$ cat src/rtl/tone_arbiter.sv
// tone_arbiter: round-robin share of one square-wave tone generator among N_REQ note requesters
// Ports: iCLK/iRST (sync active-high), iREQ level requests, iHALF_PERIOD/iDURATION packed note data,
// oGNT/oDONE one-hot pulses, oBUSY in PLAY/GAP, oACTIVE_ID current requester, oSOUND speaker.
// Optional TONE_ARB_PREEMPT_EN: requester 0 aborts any other note and is granted next.
module tone_arbiter #(
  parameter int N_REQ     = 4,
  parameter int TICK_DIV  = 6_250_000,
  parameter int HP_W      = 21,
  parameter int DUR_W     = 9,
  parameter int GAP_TICKS = 1
) (
  input  logic                       iCLK,
  input  logic                       iRST,
  input  logic [N_REQ-1:0]           iREQ,
  input  logic [N_REQ*HP_W-1:0]      iHALF_PERIOD,
  input  logic [N_REQ*DUR_W-1:0]     iDURATION,
  output logic [N_REQ-1:0]           oGNT,
  output logic [N_REQ-1:0]           oDONE,
  output logic                       oBUSY,
  output logic [$clog2(N_REQ)-1:0]   oACTIVE_ID,
  output logic                       oSOUND
);
  localparam int IW = $clog2(N_REQ);
  localparam int TW = TICK_DIV > 1 ? $clog2(TICK_DIV) : 1;
  localparam int GW = GAP_TICKS > 1 ? $clog2(GAP_TICKS) : 1;
  typedef enum logic [1:0] {IDLE, PLAY, GAP} state_t;
  state_t            state_q;
  logic [IW-1:0]     last_q, id_q, win, idx, sel;
  logic [HP_W-1:0]   hp_q, tcnt_q;
  logic [DUR_W-1:0]  dur_q, dcnt_q, dlast;
  logic [TW-1:0]     tick_q;
  logic [GW-1:0]     gcnt_q;
  logic [N_REQ-1:0]  gnt_q, done_q;
  logic              snd_q, tick, frc, go;
`ifdef TONE_ARB_PREEMPT_EN
  logic              force_q;
  assign frc = force_q;
`else
  assign frc = 1'b0;
`endif
  // Iterate from farthest to nearest so the nearest requester after last_q wins.
  always_comb begin
    win = '0;
    idx = '0;
    for (int i = N_REQ; i >= 1; i--) begin
      idx = IW'((int'(last_q) + i) % N_REQ);
      if (iREQ[idx]) win = idx;
    end
  end
  assign sel   = frc ? '0 : win;
  assign go    = frc | (|iREQ);
  assign tick  = tick_q == TW'(TICK_DIV - 1);
  assign dlast = (dur_q == '0) ? '0 : dur_q - 1'b1;
  always_ff @(posedge iCLK) begin
    if (iRST) begin
      state_q <= IDLE;
      last_q  <= IW'(N_REQ - 1);
      id_q    <= '0;
      hp_q    <= '0;
      dur_q   <= '0;
      tcnt_q  <= '0;
      dcnt_q  <= '0;
      tick_q  <= '0;
      gcnt_q  <= '0;
      gnt_q   <= '0;
      done_q  <= '0;
      snd_q   <= 1'b0;
`ifdef TONE_ARB_PREEMPT_EN
      force_q <= 1'b0;
`endif
    end else begin
      gnt_q  <= '0;
      done_q <= '0;
      case (state_q)
        IDLE: if (go) begin
          hp_q    <= iHALF_PERIOD[sel*HP_W +: HP_W];
          dur_q   <= iDURATION[sel*DUR_W +: DUR_W];
          gnt_q   <= N_REQ'(1) << sel;
          id_q    <= sel;
          if (!frc) last_q <= sel;
          tcnt_q  <= '0;
          dcnt_q  <= '0;
          tick_q  <= '0;
          snd_q   <= 1'b0;
          state_q <= PLAY;
`ifdef TONE_ARB_PREEMPT_EN
          force_q <= 1'b0;
`endif
        end
        PLAY: begin
          tick_q <= tick ? '0 : tick_q + 1'b1;
          if (hp_q != '0) begin
            tcnt_q <= (tcnt_q == hp_q - 1'b1) ? '0 : tcnt_q + 1'b1;
            if (tcnt_q == hp_q - 1'b1) snd_q <= ~snd_q;
          end
          if (tick) begin
            dcnt_q <= dcnt_q + 1'b1;
            if (dcnt_q == dlast) begin
              state_q <= GAP;
              gcnt_q  <= '0;
              snd_q   <= 1'b0;
            end
          end
        end
        GAP: begin
          tick_q <= tick ? '0 : tick_q + 1'b1;
          snd_q  <= 1'b0;
          if (tick) begin
            gcnt_q <= gcnt_q + 1'b1;
            if (gcnt_q == GW'(GAP_TICKS - 1)) begin
              state_q <= IDLE;
              done_q  <= N_REQ'(1) << id_q;
            end
          end
        end
        default: state_q <= IDLE;
      endcase
`ifdef TONE_ARB_PREEMPT_EN
      // Abort wins over a coincident end of gap: the aborted note never reports done.
      if (state_q != IDLE && iREQ[0] && id_q != '0) begin
        state_q <= IDLE;
        snd_q   <= 1'b0;
        done_q  <= '0;
        force_q <= 1'b1;
      end
`endif
    end
  end
  assign oGNT       = gnt_q;
  assign oDONE      = done_q;
  assign oBUSY      = state_q != IDLE;
  assign oACTIVE_ID = id_q;
  assign oSOUND     = snd_q;
endmodule

$ cat config.mk
export PLATFORM = sky130hd
export DESIGN_NAME = tone_arbiter
export DESIGN_NICKNAME = d
export VERILOG_FILES = /design/src/rtl/tone_arbiter.sv
export SDC_FILE = /design/constraint.sdc
export NUM_CORES = 1
export LEC_CHECK = 0
export BUFFER_PORTS_ARGS = -buffer_cell sky130_fd_sc_hd__buf_2
export CAP_MARGIN = 20
export CORE_MARGIN = 10
export CORE_UTILIZATION = 45
export CTS_CLUSTER_SIZE = 12
export DETAILED_ROUTE_END_ITERATION = 6
export PLACE_DENSITY = 0.68
export SKIP_CTS_REPAIR_TIMING = 1
export SLEW_MARGIN = 10
export SYNTH_ARGS = -nofsm -noshare
export SYNTH_HDL_FRONTEND = slang
export SYNTH_SLANG_ARGS = --single-unit
$ cat constraint.sdc
create_clock -name iCLK -period 3.6 [get_ports iCLK]
set_input_delay 0.18 -clock iCLK [delete_from_list [all_inputs] [get_ports iCLK]]
set_output_delay 0.18 -clock iCLK [all_outputs]
set_load 0.1 [all_outputs]
-- Word level (Yosys, flattened, before mapping)
Index checks and enable logic that the tools add are counted.
- logic and storage cells: 106
- input port bits: 126
- output and inout bits: 12
- flip-flop bits (word level): 99
- multiplexer cells: 39
- multipliers: 2
- reduce and logical (&&, ||, !) cells: 19
- bitwise gates (word level): 5
- equal/unequal tests: 11
- add/sub/neg operators: 10
- shifts and indexed selects: 4
- $lt $le $gt $ge: 4
- operator list (operator ; count):
    84-bit by 8-bit indexed part select with 21-bit output ; 1
    21-bit two-way mux ; 3
    23-bit two-way mux ; 2
    23-bit one-hot mux with 2 select lines ; 1
    21-bit one-hot mux with 2 select lines ; 1
    36-bit by 7-bit indexed part select with 9-bit output ; 1
    9-bit two-way mux ; 3
    23-bit by 1-bit adder with 23-bit output, second input constant ; 1
    23-bit == test, second input constant ; 1
    21-bit by 1-bit adder with 21-bit output, second input constant ; 1
    21-bit == test ; 1
    21-bit nonzero test ; 1
    21-bit by 1-bit subtractor with 21-bit output, second input constant ; 1
    2-bit two-way mux ; 9
    9-bit one-hot mux with 2 select lines ; 1
    2-bit by 3-bit less-than comparator with 1-bit output, second input constant ; 4
    1-bit two-way mux ; 12
    2-bit inequality test, second input constant ; 6
    9-bit by 1-bit adder with 9-bit output, second input constant ; 1
    9-bit == test ; 1
    9-bit zero test ; 1
    9-bit by 1-bit subtractor with 9-bit output, second input constant ; 1
    1-bit binary-select mux with 2-bit select ; 4
    2-bit nonzero test ; 4
    21 further kinds ; 32

-- Logic depth before layout (Yosys ltp)
- word-level depth: 9
- depth in mapped cells: 11
- gate-level depth less buffers: 10

-- Least setup slack after synthesis
Ideal clock, no wire load.
- path type: register -> register
- start point: register hp_q[2]
- end point: register tcnt_q[10]
- arrival: 2.997 ns
- library setup time: 0.115 ns
- path buffers: 2
- slack: 0.488 ns
- period minus slack after synthesis: 3.112 ns
- data required time: 3.485 ns
- cell stages (with the launch flop): 11
- cell sequence: dfxtp_1 buf_6 or4_4 or4_1 xnor2_1 o21ai_1 or4_4 o41ai_2 a21o_4 buf_6 nor2_1
- word-level cells in the longest chain between the ends: 5
- elaborated cells between the ends (all ways): 8
- classes of those cells: add/sub (1); eq/ne (2); mux (3); reduce/logical (2)
- ends and longest elaborated chain (element ; line ; source):
    start, declared ; 29 ; logic [HP_W-1:0] hp_q, tcnt_q;
    start signal, assigned ; 76 ; hp_q <= iHALF_PERIOD[sel*HP_W +: HP_W];
    21-bit by 1-bit subtractor with 21-bit output ; 93 ; tcnt_q <= (tcnt_q == hp_q - 1'b1) ? '0 : tcnt_q + 1'b1;
    21-bit == test ; 93 ;
    21-bit two-way mux ; 93 ;
    21-bit two-way mux ; 92 ; if (hp_q != '0) begin
    21-bit one-hot mux with 2 select lines ; 74 ; case (state_q)
    end signal, assigned ; 93 ;
    end, declared ; 29 ;
Parallel ways exist; a longest one is shown, timed or not. The select of a mux whose other input is x is not followed.
A chain may end at the register's enable or synchronous reset.

-- Final worst setup path
- start point: register hp_q[2]
- end point: register tcnt_q[16]
Same word-level chain as after synthesis.

==> impl_metrics.json <==
{
  "ys_warn_count": 0,
  "grt.total_usage": 0.188,
  "clockPowerShare": 0.160,
  "fin_ws_ps": 301,
  "die_x_um": 141,
  "period_share": 0.916,
  "core-area_um2": 14400,
  "htree_num_levels": 3,
  "nets": 1178,
  "clock-sinks": 99,
  "cts_max_path_buffers": 2,
  "layout_min_cycle_time_ps": 3300,
  "start_util": 0.456,
  "avgSynthCellArea_um2": 7.02,
  "pin_count": 138,
  "die_area_um2": 19900,
  "n_fill_cell": 1430,
  "crit_required_ps": 3840,
  "critPathMaxFanout": 16,
  "clockRootBuffer": "clkbuf_16",
  "ys_seq_elements": 99,
  "syn_nets": 1074,
  "first_global_vias": 6206,
  "slew_violations": 0,
  "internal-power_mw": 3.10,
  "grt.met3_usage": 0.0396,
  "setup_viol": 0,
  "vias": 6890,
  "ys_seq_area_frac": 0.301,
  "r2r-start": "hp_q[2]",
  "pwr-share-seq": 0.272,
  "start_kind": "flop",
  "syn_area_um2": 6580,
  "top_usage_layer": "met2",
  "place_hpwl_um": 14600,
  "drtPass1Iterations": 6,
  "fin_cells": 1228,
  "use_met2": 0.317,
  "drc_errors": 0,
  "status": "finished clean",
  "crit_start": "hp_q[2]",
  "cap_violations": 0,
  "synth_cell_types": 68,
  "io_buffers": 137,
  "drive_above_1_share": 0.171,
  "gp_congestion": 0.915,
  "drtIter0Drc": 554,
  "rsz0062_at_grt": "no",
  "p_switching_mw": 2.97,
  "postRouteAntennaNets": 0,
  "endpoint_kind": "flop",
  "hp-class": "in -> reg",
  "fin_skew_ps": 10.7,
  "hold_violations": 0,
  "syn_inst": 937,
  "arrival_ps": 3540,
  "place_ws_ps": 324,
  "area_growth_syn_to_layout_pct": 16.9,
  "fin_tns_setup_ps": 0,
  "grt_first_pass_wirelength_um": 31400,
  "grt_util_met1": 0.236,
  "grt_max_degree": 46,
  "n_antenna_cell": 0,
  "wire_per_inst_um": 16.0,
  "synth_edf_count": 0,
  "fin_hold_ws_ps": 173,
  "clkSlewWorstSetupHoldPaths_ps": 70,
  "wl_um": 19600,
  "irDropWorstVdd_mv": 0.590,
  "holdCritStartpoint": "iRST",
  "numPlacedInstances": 1214,
  "final_cell_mix": "nand2_1 (196), buf_2 (137), nand3_1 (111), dfxtp_1 (99), nor2_1 (87)",
  "crit_type": "reg -> reg",
  "clock_latency_ps": 360,
  "leakagePower_nw": 3.11,
  "grt_overflow": 0,
  "total_power_mw": 6.07,
  "p_comb_frac": 0.568,
  "switching_share": 0.489,
  "via_per_inst": 5.61,
  "layout_commonest_cell": "nand2_1",
  "die_h_um": 141,
  "cts_tree": "yes",
  "cts_buffers": 9,
  "slew_headroom": 0.485,
  "synthFlopType": "dfxtp_1",
  "synthArstFlopShare": 0,
  "power-per-cell-area_nw_per_um2": 789,
  "grt_antenna_before_repair": 0,
  "tightest_slew_ps": 765,
  "timing.fmax_ghz": 0.303,
  "rows": 44
}
[metrics by stage]
stage | cell area (um^2) | util
after detailed placement | 7390 | 0.512
final | 7690 | 0.533
after global placement | 7390 | 0.512
after global routing | 7690 | 0.533
after floorplan | 6580 | -
after CTS | 7680 | 0.533
[critical path, cell delays in order, from the launching register on]
cell and delay [ps]:
dfxtp_1 400, or4_4 620, or4_1 540, xnor2_1 180, o21ai_1 100, or4_4 510
o41ai_2 460, a21o_4 300, nor2_1 80
[metal layers]
| layer | share of wire | vias up |
|---|---|---|
| li1 | - | 3510 |
| met1 | 0.45 | 3194 |
| met2 | 0.49 | 164 |
| met3 | 0.045 | 22 |
| met4 | 0.018 | 0 |
| met5 | 0 | - |
[power by group through the flow]
stage	logic [mW]	clock network, mW	registers (mW)
floorplan	2.58	0	1.64
detailed placement	3.39	0	1.66
CTS	3.41	0.997	1.64
finish	3.45	0.971	1.65
global route	3.83	1.04	1.69
global placement	3.39	0	1.66
[cell usage after synthesis (all sizes together) (4+ instances only)]
library cell,n,area share
xnor2,31,0.041
a211o,4,0.0053
or3,13,0.012
and4,8,0.011
nand2b,6,0.0057
nor3,20,0.015
inv,19,0.011
and3,9,0.0086
nor2b,4,0.0038
nand4,21,0.020
ha,11,0.021
clkbuf,50,0.029
mux2i,5,0.0076
xor2,34,0.045
o211ai,5,0.0057
o31ai,4,0.0046
or4,8,0.010
o21a,5,0.0057
buf,5,0.0051
nand3b,6,0.0068
o21ai,31,0.024
nor2,88,0.050
nand2,196,0.11
dfxtp,99,0.30
a21oi,56,0.043
a31oi,8,0.0076
nor4,15,0.017
a21o,6,0.0080
nand3,111,0.084
or2,4,0.0038
nor4b,10,0.013
[path summary, 6_finish.rpt]
check / slack, ps / cells after the start / end
hold reg to reg: 480 / 1 / oDONE[2]
setup / recovery: 300 / 8 / tcnt_q[16]
hold / removal: 170 / 2 / dcnt_q[0]
setup reg to reg: 300 / 8 / tcnt_q[16]
[state kept, by name (all words and copies together), names as in the netlist, 2 cells and up]
register and flops:
tick_q 23, dur_q 9, state_q 2, oACTIVE_ID 2, dcnt_q 9, hp_q 21, tcnt_q 21, oGNT 4
last_q 2, oDONE 4
[cell families after synthesis]
| family | synth area share |
|---|---|
| buf+inv | 0.0445 |
| fa+ha+maj | 0.0209 |
| simple gates | 0.388 |
| flops | 0.301 |
| mux | 0.00761 |
| xor+xnor | 0.0900 |
| compound gates | 0.148 |
[cell type report]
| cell class | instances | area [um^2] | share of cell area |
|---|---|---|---|
| sequential | 99 | 1980 | 0.258 |
| clock inverter | 5 | 63.8 | 0.00830 |
| multi-input combinational | 764 | 4340 | 0.564 |
| inverter | 19 | 71.3 | 0.00927 |
| clock buffer | 9 | 225 | 0.0293 |
| timing repair buffer | 148 | 781 | 0.102 |
| tap | 184 | 230 | 0.0299 |
Power figures use the tool's default switching activity.
